### src/rtl/dino_game_ctrl.sv
`default_nettype none
// ============================================================================
// Module   : dino_game_ctrl
// Purpose  : Game controller for the Rex runner. Owns the game state machine,
//            the dinosaur jump profile, N_OBS independently scrolling
//            obstacles, overlap collision detection and a saturating score.
// Revision : 1.0 - initial release
// ----------------------------------------------------------------------------
// Ports
//   clk     in   1            system clock
//   rst     in   1            asynchronous reset, active-high
//   in_up   in   1            jump/start button (level, asynchronous)
//   gpu_en  out  1            renderer enable (high in RUN/JUMP)
//   state   out  2            0 IDLE, 1 RUN, 2 JUMP, 3 OVER
//   dino_y  out  16           dinosaur height offset
//   obs_x   out  N_OBS*X_W    obstacle i x at [i*X_W +: X_W]
//   score   out  16           ticks survived, saturating at 16'hFFFF
//   hit     out  1            one-cycle pulse on the collision entering OVER
// ----------------------------------------------------------------------------
// Build option
//   SPEEDUP_EN : when defined, the obstacle step grows with the score
//                (OBS_STEP + score[15:8], capped at 2*OBS_STEP).
// ============================================================================
module dino_game_ctrl #(
  parameter int N_OBS     = 2,
  parameter int X_W       = 16,
  parameter int DIV       = 50,
  parameter int OBS_STEP  = 8,
  parameter int SPAWN_X   = 240,
  parameter int SPACING   = 120,
  parameter int DESPAWN_X = 10,
  parameter int OBS_W     = 16,
  parameter int OBS_H     = 26,
  parameter int DINO_XL   = 16,
  parameter int DINO_XR   = 32,
  parameter int H1        = 15,
  parameter int H2        = 27,
  parameter int H3        = 34,
  parameter int H4        = 36
) (
  input  logic                 clk,
  input  logic                 rst,
  input  logic                 in_up,
  output logic                 gpu_en,
  output logic [1:0]           state,
  output logic [15:0]          dino_y,
  output logic [N_OBS*X_W-1:0] obs_x,
  output logic [15:0]          score,
  output logic                 hit
);

  typedef enum logic [1:0] {
    ST_IDLE = 2'd0,
    ST_RUN  = 2'd1,
    ST_JUMP = 2'd2,
    ST_OVER = 2'd3
  } state_t;

  localparam int             c_div_w   = (DIV > 0) ? $clog2(DIV + 1) : 1;
  localparam logic [c_div_w-1:0] c_div_max = c_div_w'(DIV);
  localparam logic [X_W-1:0] c_despawn = X_W'(DESPAWN_X);
  localparam logic [X_W-1:0] c_spawn   = X_W'(SPAWN_X);
  localparam logic [X_W-1:0] c_dino_xr = X_W'(DINO_XR);
  localparam logic [X_W:0]   c_dino_xl = (X_W + 1)'(DINO_XL);
  localparam logic [X_W:0]   c_obs_w   = (X_W + 1)'(OBS_W);
  localparam logic [15:0]    c_obs_h   = 16'(OBS_H);
  localparam logic [15:0]    c_h1      = 16'(H1);
  localparam logic [15:0]    c_h2      = 16'(H2);
  localparam logic [15:0]    c_h3      = 16'(H3);
  localparam logic [15:0]    c_h4      = 16'(H4);

  // Registered state
  state_t               r_state;
  logic                 r_meta;
  logic                 r_q0;
  logic                 r_q1;
  logic [c_div_w-1:0]   r_div;
  logic [2:0]           r_level;
  logic                 r_up;
  logic [15:0]          r_dino_y;
  logic [X_W-1:0]       r_obs [N_OBS];
  logic [15:0]          r_score;
  logic                 r_hit;

  // Next-state values
  state_t               w_state_nxt;
  logic [c_div_w-1:0]   w_div_nxt;
  logic [2:0]           w_level_nxt;
  logic                 w_up_nxt;
  logic [15:0]          w_dino_nxt;
  logic [X_W-1:0]       w_obs_nxt [N_OBS];
  logic [15:0]          w_score_nxt;
  logic                 w_hit_nxt;

  logic                 w_press;
  logic                 w_active;
  logic                 w_tick;
  logic                 w_collide;
  logic [X_W-1:0]       w_step;

  // Reload position of obstacle channel i.
  function automatic logic [X_W-1:0] f_obs_init(input int idx);
    return X_W'(SPAWN_X + idx * SPACING);
  endfunction

  // Jump height for a given profile level; level 0 is the ground.
  function automatic logic [15:0] f_height(input logic [2:0] lvl);
    case (lvl)
      3'd1:    return c_h1;
      3'd2:    return c_h2;
      3'd3:    return c_h3;
      3'd4:    return c_h4;
      default: return 16'd0;
    endcase
  endfunction

  // r_meta absorbs metastability of the asynchronous button; q0/q1 then
  // form the edge detector so a held button yields exactly one press.
  assign w_press  = r_q0 & ~r_q1;
  assign w_active = (r_state == ST_RUN) || (r_state == ST_JUMP);
  assign w_tick   = w_active && (r_div == c_div_max);

`ifdef SPEEDUP_EN
  localparam logic [X_W+8:0] c_step_base = (X_W + 9)'(OBS_STEP);
  localparam logic [X_W+8:0] c_step_cap  = (X_W + 9)'(2 * OBS_STEP);
  logic [X_W+8:0] w_step_sum;

  always_comb begin
    w_step_sum = c_step_base + (X_W + 9)'(r_score[15:8]);
    w_step     = (w_step_sum > c_step_cap) ? c_step_cap[X_W-1:0]
                                           : w_step_sum[X_W-1:0];
  end
`else
  assign w_step = X_W'(OBS_STEP);
`endif

  // Overlap test on registered positions; the X_W+1 sum keeps x+OBS_W from
  // wrapping near the top of the coordinate range.
  always_comb begin
    w_collide = 1'b0;
    if (w_active && (r_dino_y < c_obs_h)) begin
      for (int i = 0; i < N_OBS; i++) begin
        if ((r_obs[i] < c_dino_xr) &&
            (({1'b0, r_obs[i]} + c_obs_w) > c_dino_xl)) begin
          w_collide = 1'b1;
        end
      end
    end
  end

  always_comb begin
    w_state_nxt = r_state;
    w_div_nxt   = r_div;
    w_level_nxt = r_level;
    w_up_nxt    = r_up;
    w_dino_nxt  = r_dino_y;
    w_score_nxt = r_score;
    w_hit_nxt   = 1'b0;
    for (int i = 0; i < N_OBS; i++) begin
      w_obs_nxt[i] = r_obs[i];
    end

    if (w_collide) begin
      // Collision wins over any same-cycle tick or press: everything freezes.
      w_state_nxt = ST_OVER;
      w_hit_nxt   = 1'b1;
      w_div_nxt   = '0;
    end else begin
      case (r_state)
        ST_IDLE: begin
          if (w_press) begin
            w_state_nxt = ST_RUN;
            w_score_nxt = 16'd0;
            w_div_nxt   = '0;
          end
        end

        ST_RUN, ST_JUMP: begin
          w_div_nxt = w_tick ? '0 : r_div + c_div_w'(1);

          if (w_tick) begin
            if (r_score != 16'hFFFF) begin
              w_score_nxt = r_score + 16'd1;
            end
            // Despawn test happens before the subtraction, so x never
            // underflows for legal parameter sets.
            for (int i = 0; i < N_OBS; i++) begin
              if (r_obs[i] < c_despawn) begin
                w_obs_nxt[i] = c_spawn;
              end else begin
                w_obs_nxt[i] = r_obs[i] - w_step;
              end
            end
          end

          if (r_state == ST_RUN) begin
            if (w_press) begin
              w_state_nxt = ST_JUMP;
              w_level_nxt = 3'd0;
              w_up_nxt    = 1'b1;
            end
          end else if (w_tick) begin
            // Profile climbs 0->4 then descends 4->0; landing returns to RUN.
            if (r_up) begin
              w_level_nxt = r_level + 3'd1;
              if (r_level == 3'd3) begin
                w_up_nxt = 1'b0;
              end
            end else begin
              w_level_nxt = r_level - 3'd1;
              if (r_level == 3'd1) begin
                w_state_nxt = ST_RUN;
              end
            end
            w_dino_nxt = f_height(w_level_nxt);
          end
        end

        ST_OVER: begin
          if (w_press) begin
            w_state_nxt = ST_IDLE;
            w_dino_nxt  = 16'd0;
            w_level_nxt = 3'd0;
            w_up_nxt    = 1'b0;
            w_div_nxt   = '0;
            for (int i = 0; i < N_OBS; i++) begin
              w_obs_nxt[i] = f_obs_init(i);
            end
          end
        end

        default: w_state_nxt = ST_IDLE;
      endcase
    end
  end

  always_ff @(posedge clk or posedge rst) begin
    if (rst) begin
      r_meta   <= 1'b0;
      r_q0     <= 1'b0;
      r_q1     <= 1'b0;
      r_state  <= ST_IDLE;
      r_div    <= '0;
      r_level  <= 3'd0;
      r_up     <= 1'b0;
      r_dino_y <= 16'd0;
      r_score  <= 16'd0;
      r_hit    <= 1'b0;
      for (int i = 0; i < N_OBS; i++) begin
        r_obs[i] <= f_obs_init(i);
      end
    end else begin
      r_meta   <= in_up;
      r_q0     <= r_meta;
      r_q1     <= r_q0;
      r_state  <= w_state_nxt;
      r_div    <= w_div_nxt;
      r_level  <= w_level_nxt;
      r_up     <= w_up_nxt;
      r_dino_y <= w_dino_nxt;
      r_score  <= w_score_nxt;
      r_hit    <= w_hit_nxt;
      for (int i = 0; i < N_OBS; i++) begin
        r_obs[i] <= w_obs_nxt[i];
      end
    end
  end

  generate
    for (genvar gi = 0; gi < N_OBS; gi++) begin : g_obs_out
      assign obs_x[gi*X_W +: X_W] = r_obs[gi];
    end
  endgenerate

  assign state  = r_state;
  assign gpu_en = w_active;
  assign dino_y = r_dino_y;
  assign score  = r_score;
  assign hit    = r_hit;

endmodule
`default_nettype wire

### config.mk
export PLATFORM = sky130hd
export DESIGN_NAME = dino_game_ctrl
export DESIGN_NICKNAME = d
export VERILOG_FILES = /design/src/rtl/dino_game_ctrl.sv
export SDC_FILE = /design/constraint.sdc
export NUM_CORES = 1
export LEC_CHECK = 0
export CAP_MARGIN = 15
export CORE_ASPECT_RATIO = 1.75
export CORE_MARGIN = 4
export CORE_UTILIZATION = 40
export CTS_BUF_LIST = sky130_fd_sc_hd__clkbuf_8
export CTS_CLUSTER_SIZE = 20
export DETAILED_ROUTE_END_ITERATION = 16
export PLACE_DENSITY = 0.64
export SETUP_SLACK_MARGIN = 0.1
export SYNTH_ARGS = -nofsm -noshare
export SYNTH_HDL_FRONTEND = slang
export SYNTH_SLANG_ARGS = --single-unit
### constraint.sdc
create_clock -name clk -period 2.91 [get_ports clk]
set_input_delay 0.4365 -clock clk [delete_from_list [all_inputs] [get_ports clk]]
set_output_delay 0.4365 -clock clk [all_outputs]
set_load 0.01 [all_outputs]
==> metrics.md, run 1 <==
| Metric | Value |
|---|---|
| Multi-input gate area | 2560 sq um |
| Final non-filler cell total | 697 |
| Final hold violations | 0 |
| Core area | 10400 sq um |
| CTS tree | built |
| Placed inst area | 5010 sq um |
| Total CTS buffers | 9 |
| Tot GR Track Use | 0.198 |
| Layout Nets | 588 |
| Chip width | 86.2 microns |
| WP data arrival | 3.01 ns |
| Mean Syn Cell Area | 8.62 sq um |
| DP Worst Slack | 0.0133 ns |
| Io pins | 71 |
| Placed insts | 677 |
| Status | finished, final reports clean |
| Iter 0 DRT Violations | 218 |
| FILL cells | 984 |
| Layout cells sized above 1 | 0.172 |
| Area Growth Syn to Fin | 25.9% |
| Placer congestion estimate | 0.938 |
| Register share of total power | 0.252 |
| Initial antenna violation count | 0 |
| Die Span Y | 145 microns |
| Fin crit period | 2.72 ns |
| Share of the clock period used by the worst path | 0.936 |
| Worst r2r src | obs_x[21] |
| Total die area | 12500 sq um |
| Yosys reg bits | 63 |
| Synth unique cells | 67 |
| CTS root buffer | clkbuf_8 |
| Clock Path Buffers | 2 |
| FP Rows | 49 |
| Cell count after synthesis | 496 |
| Part of the power in combinational logic | 0.625 |
| NetSw | 2.91 mW |
| Initial DRT Pass Iterations | 5 |
| Routed Wire Length | 12200 microns |
| Synth Flop Type | dfrtp_1 |
| Post-layout util | 0.520 |
| Startpoint types | register |
| Max-cap violations | 0 |
| CP Capture Type | register |
| DR vias/cell | 5.90 |
| Critical hold path startpoint | r_meta |
| Post-Syn Area | 4280 sq um |
| CTS Sinks | 63 |
| Worst-margin pin slew | 0.526 ns |
| Post-synthesis sequential area ratio | 0.371 |
| DRC Markers | 0 |
| Largest net degree at the start of global routing | 64 |
| Leakage power total | 2.24 nW |
| Final WS setup | 0.185 ns |
| Final setup violation count | 0 |
| VDD IR max | 0.600 mV |
| CP Max Fanout | 8 |
| Total gr overflow | 0 |
| Antenna cell count | 0 |
| Req. time, crit path | 3.19 ns |
| Dominant cell type by area after synthesis | dfrtp_1 |
| HP Class | reg2reg |
| Internal power | 3.29 mW |
| PD cells | 1150 nW/um^2 |
| Global-route wire length before repair | 19900 microns |
| RSZ-0062 raised after global routing | no |
| Final instance area | 5390 sq um |
| Via count | 4115 |
| Buffers on Ports | 54 |
| Clk pwr share | 0.123 |
| Critical path type | reg2reg |
| Worst skew pair latency | 0.35 ns |
| Clock skew | 0.0120 ns |
| Clock transition at the registers of the reported paths | 0.08 ns |
| FF/Latch Area | 1590 sq um |
| Final setup TNS | 0 ns |
| WL/cell | 17.4 microns |
| Vias in the first global route | 4151 |
| H-tree depth | 3 |
| CP startpoint | obs_x[21] |
| Net Sw Frac | 0.469 |
| Post-synth EDFFs | 0 |
| DPL Wire Length | 8580 microns |
| Asr flop ratio synth | 1.00 |
| Rel. slew slack | 0.649 |
| ANT nets after route | 0 |
| Synth Warn # | 0 |
| Synth top area cells | dfrtp_1 32%, ha_1 5.8%, dfstp_2 4.9%, o31ai_1 4.9%, nor2_1 4.4% |
| Synth top area share | 0.322 |
| Fmax | 367 MHz |
| Initial core utilization | 0.413 |
| Max-slew violations | 0 |
## power by group through the flow
stage,sequential [mW],combinational [mW],clock (mW)
after floorplan,1.56,2.28,0
after global placement,1.57,3.58,0
after detailed placement,1.57,3.62,0
after CTS,1.55,3.71,0.782
after global routing,1.61,4.28,0.812
final,1.57,3.88,0.763
## metal layers
layer,vias to the layer above,routed length [microns],global-route usage
met5,-,0,0
met3,22,525,0.0334
met2,126,6690,0.375
li1,1940,-,-
met1,2027,4670,0.214
met4,0,277,0.0854
## placed cells by master (no fill, tap or decap), types with 4 or more instances in the layout
cell | synthesis | layout
nand3_1 | 22 | 21
mux2_2 | 4 | 4
o31ai_1 | 28 | 22
nor2_1 | 50 | 50
nor4_1 | 13 | 11
o41ai_2 | 1 | 4
dfstp_2 | 8 | 8
clkdlybuf4s50_1 | 0 | 54
a22o_1 | 4 | 4
ha_1 | 20 | 17
a221o_1 | 5 | 5
nor2b_1 | 9 | 8
nor3_1 | 20 | 20
and3_1 | 5 | 5
clkbuf_8 | 0 | 10
o31ai_2 | 0 | 5
o41ai_1 | 9 | 6
conb_1 | 1 | 16
buf_4 | 19 | 29
dfrtp_1 | 55 | 54
or3_1 | 9 | 7
o21ai_0 | 26 | 24
inv_1 | 20 | 19
nand4_1 | 6 | 6
nand2_1 | 46 | 44
a21oi_1 | 13 | 13
or3_4 | 1 | 4
xnor2_1 | 5 | 5
a31oi_1 | 8 | 8
## stage by stage
| stage | hold WS (ns) | power, mW |
|---|---|---|
| floorplan | 0.331 | 3.83 |
| global route | 0.364 | 6.71 |
| finish | 0.359 | 6.21 |
| global placement | 0.335 | 5.15 |
| CTS | 0.362 | 6.04 |
| detailed placement | 0.346 | 5.20 |
## Yosys cell counts, types with 13 or more instances
cell type / count
o31ai_1: 28
inv_1: 20
nor4_1: 13
clkbuf_1: 14
nand2_1: 46
nand3_1: 22
a21oi_1: 13
nor3_1: 20
buf_4: 19
ha_1: 20
o21ai_0: 26
nor2_1: 50
dfrtp_1: 55
## worst max-delay path, stage by stage (launching register included)
cell	delay, ns
dfstp_2	0.57
ha_2	0.21
nand3_2	0.13
nor3b_1	0.22
o311ai_1	0.14
o311ai_2	0.32
o21a_2	0.23
inv_4	0.07
buf_6	0.13
or3_4	0.38
o221a_2	0.25
## layout make-up
cell class,count,share of cell area
Inverter,21,0.0151
Timing Repair Buffer,86,0.150
Tap cell,127,0.0295
Clock buffer,10,0.0256
Multi-Input combinational cell,384,0.475
Sequential cell,63,0.295
Clock inverter,6,0.00976
## worst paths after layout
kind                                  end  slack (ns)  cells past startpoint
worst max-delay path            obs_x[24]        0.19                     10
worst min-delay path                 r_q0        0.36                      0
worst max register to register  obs_x[24]        0.19                     10
worst min register to register       r_q0        0.36                      0
max in group asynchronous        obs_x[6]        2.09                      3
min in group asynchronous       obs_x[12]        0.46                      3
## state kept, by name, summed over array words and instances (netlist names)
signal,cells
score,16
r_up,1
r_q0,1
r_div,6
r_q1,1
dino_y,5
r_level,3
r_meta,1
state,2
obs_x,26
hit,1
## cell families after synthesis
logic type	count (synthesis)	synth area share
AO/OA/AOI/OAI	131	0.221
XOR/XNOR	8	0.0164
adder cells (fa/ha/maj)	20	0.0585
buffers and inverters	65	0.0798
flip-flops	63	0.371
multiplexers	6	0.0152
other	1	0.000877
AND/OR/NAND/NOR	202	0.237
## what timing repair did
item,4_1_cts,5_1_grt
pin swaps,2,12
cloned,1,0
endpoints found under the setup margin,12,40
buffers inserted,2,1
hold buffers,0,0
resized for setup,3,31
Note: power is estimated with default switching activity, not from simulation.
==> run 2: changes to the inputs <==
--- a/config.mk
+++ b/config.mk
@@ -5,13 +5,13 @@
 export SDC_FILE = /design/constraint.sdc
 export NUM_CORES = 1
 export LEC_CHECK = 0
-export CAP_MARGIN = 15
+export CAP_MARGIN = 5
 export CORE_ASPECT_RATIO = 1.75
 export CORE_MARGIN = 4
 export CORE_UTILIZATION = 40
-export CTS_BUF_LIST = sky130_fd_sc_hd__clkbuf_8
 export CTS_CLUSTER_SIZE = 20
 export DETAILED_ROUTE_END_ITERATION = 16
+export GPL_ROUTABILITY_DRIVEN = 0
 export PLACE_DENSITY = 0.64
 export SETUP_SLACK_MARGIN = 0.1
 export SYNTH_ARGS = -nofsm -noshare
==> run 2 against run 1 <==
Wire length down 0.48%; clock power grew 44%; worst setup slack worse by 0.014 ns; clock-buffer cell count grew 2; fmax is 0.51% lower; via count up 0.66%; critical path type unchanged; largest cell class unchanged; largest power group unchanged.
==> metrics.md, run 2 (synthesis results as in run 1) <==
| Metric | Value |
|---|---|
| Status | finished, final reports clean |
| R2R Setup Slk | 0.17 ns |
| ANT nets after route | 0 |
| Total CTS buffers | 9 |
| Max reg flops | 26 |
| Share of the clock period used by the worst path | 0.941 |
| Iter 0 DRT Violations | 217 |
| Antenna cell count | 0 |
| FP Rows | 49 |
| Reg2reg end | obs_x[24] |
| Total die area | 12500 sq um |
| Fin crit period | 2.74 ns |
| Worst skew pair latency | 0.33 ns |
| Core area | 10400 sq um |
| DR vias/cell | 5.91 |
| Placed inst area | 5000 sq um |
| CTS root buffer | clkbuf_16 |
| DP Worst Slack | 0.0461 ns |
| Clock transition at the registers of the reported paths | 0.05 ns |
| Critical path type | reg2reg |
| Req. time, crit path | 3.17 ns |
| Most frequent cells in the layout | 55 x dfrtp_1, 54 x clkdlybuf4s50_1, 50 x nor2_1, 44 x nand2_1, 31 x buf_4 |
| VDD IR max | 0.611 mV |
| Layout cells sized above 1 | 0.183 |
| Initial core utilization | 0.413 |
| Global-route wire length before repair | 19800 microns |
| Worst-margin pin slew | 0.532 ns |
| Vias in the first global route | 4063 |
| Clock Path Buffers | 2 |
| Routed Wire Length | 12100 microns |
| Via count | 4142 |
| Final setup TNS | 0 ns |
| CTS Sinks | 63 |
| Layout Nets | 592 |
| Clock skew | 0.00609 ns |
| Final setup violation count | 0 |
| RSZ-0062 raised after global routing | no |
| Area Growth Syn to Fin | 30.0% |
| HP Class | reg2reg |
| DPL Wire Length | 8630 microns |
| CTS tree | built |
| Initial antenna violation count | 0 |
| Fmax | 365 MHz |
| Leakage power total | 2.29 nW |
| Io pins | 71 |
| Total gr overflow | 0 |
| Startpoint types | register |
| Worst r2r src | obs_x[4] |
| CP Capture Type | register |
| Die Span Y | 145 microns |
| CP startpoint | obs_x[4] |
| Largest net degree at the start of global routing | 64 |
| Most common cell after layout, fill and taps aside | dfrtp_1 |
| Rel. slew slack | 0.646 |
| Chip width | 86.2 microns |
| Tot GR Track Use | 0.196 |
| Worst r2r path cells | 11 |
| DRC Markers | 0 |
| Final hold violations | 0 |
| Final instance area | 5560 sq um |
| Max-slew violations | 0 |
| WP data arrival | 2.99 ns |
| Initial DRT Pass Iterations | 7 |
| CP endpoint | obs_x[24] |
| PD cells | 1190 nW/um^2 |
| Buffers on Ports | 54 |
| H-tree depth | 3 |
| CP Max Fanout | 7 |
| Final WS setup | 0.171 ns |
| WL/cell | 17.3 microns |
| Max-cap violations | 0 |
run 2: cell types whose count changed in the layout (fill, tap and decap cells not counted), moves of 3 or more:
cell / previous run / this run
clkbuf_8: 10 / 2
o31ai_2: 5 / 8
buf_6: 1 / 4
clkinv_2: 3 / 0
o31ai_1: 22 / 19
clkbuf_16: 0 / 9
run 2: final cells by class:
class                           instances  area [sq um]
Clock buffer                           12           256
Tap cell                              127           159
Fill cell                             963          4800
Inverter                               21          81.3
Sequential cell                        63          1590
Clock inverter                          4          53.8
Multi-Input combinational cell        384          2590
Timing Repair Buffer                   90           838
run 2: worst min-delay path by stage:
stage	startpoint	to	slack, ns	cells past startpoint
2_1_floorplan	r_meta	r_q0	0.33	0
3_3_place_gp	r_meta	r_q0	0.34	0
3_5_place_dp	r_meta	r_q0	0.34	0
4_1_cts	r_meta	r_q0	0.35	0
5_1_grt	r_meta	r_q0	0.37	0
6_report	r_meta	r_q0	0.35	0
run 2: critical path: stages, from the launching register on:
cell and delay [ns]:
dfstp_2 0.60, inv_2 0.07, ha_4 0.23, nor2b_2 0.12, o221ai_2 0.11, nor4_2 0.34, o2111a_1 0.23, o21a_2 0.16
inv_4 0.06, buf_6 0.13, or3_4 0.38, o221a_4 0.22
run 2: routing by layer:
metal  GRT usage  part of all wire  vias to the layer above
met1       0.218              0.38                     2026
met4      0.0772             0.025                        0
met2       0.365              0.54                      138
li1            -                 -                     1953
met5           0                 0                        -
met3      0.0357             0.047                       25
run 2: per-stage QoR:
step / utilization / instances / power (mW) / hold WS [ns]
2_1_floorplan: - / 511 / 3.83 / 0.331
3_3_place_gp: 0.483 / 677 / 5.13 / 0.340
3_5_place_dp: 0.483 / 677 / 5.20 / 0.340
4_1_cts: 0.517 / 696 / 6.38 / 0.352
5_1_grt: 0.537 / 701 / 7.14 / 0.365
6_report: 0.537 / 701 / 6.63 / 0.349
run 2: repair_timing:
action	in CTS	in global routing
setup endpoints to repair	14	41
pin swaps	3	11
endpoints found under the hold margin	0	0
gates resized for setup	3	36
gates cloned	0	1
hold buffers	0	0
buffers inserted	3	4
run 2: power breakdown:
part           total, mW  switching, mW  internal, mW  leakage, nW
clock network       1.10          0.389         0.711        0.145
registers           1.59          0.403          1.19        0.808
logic               3.94           2.20          1.74         1.34
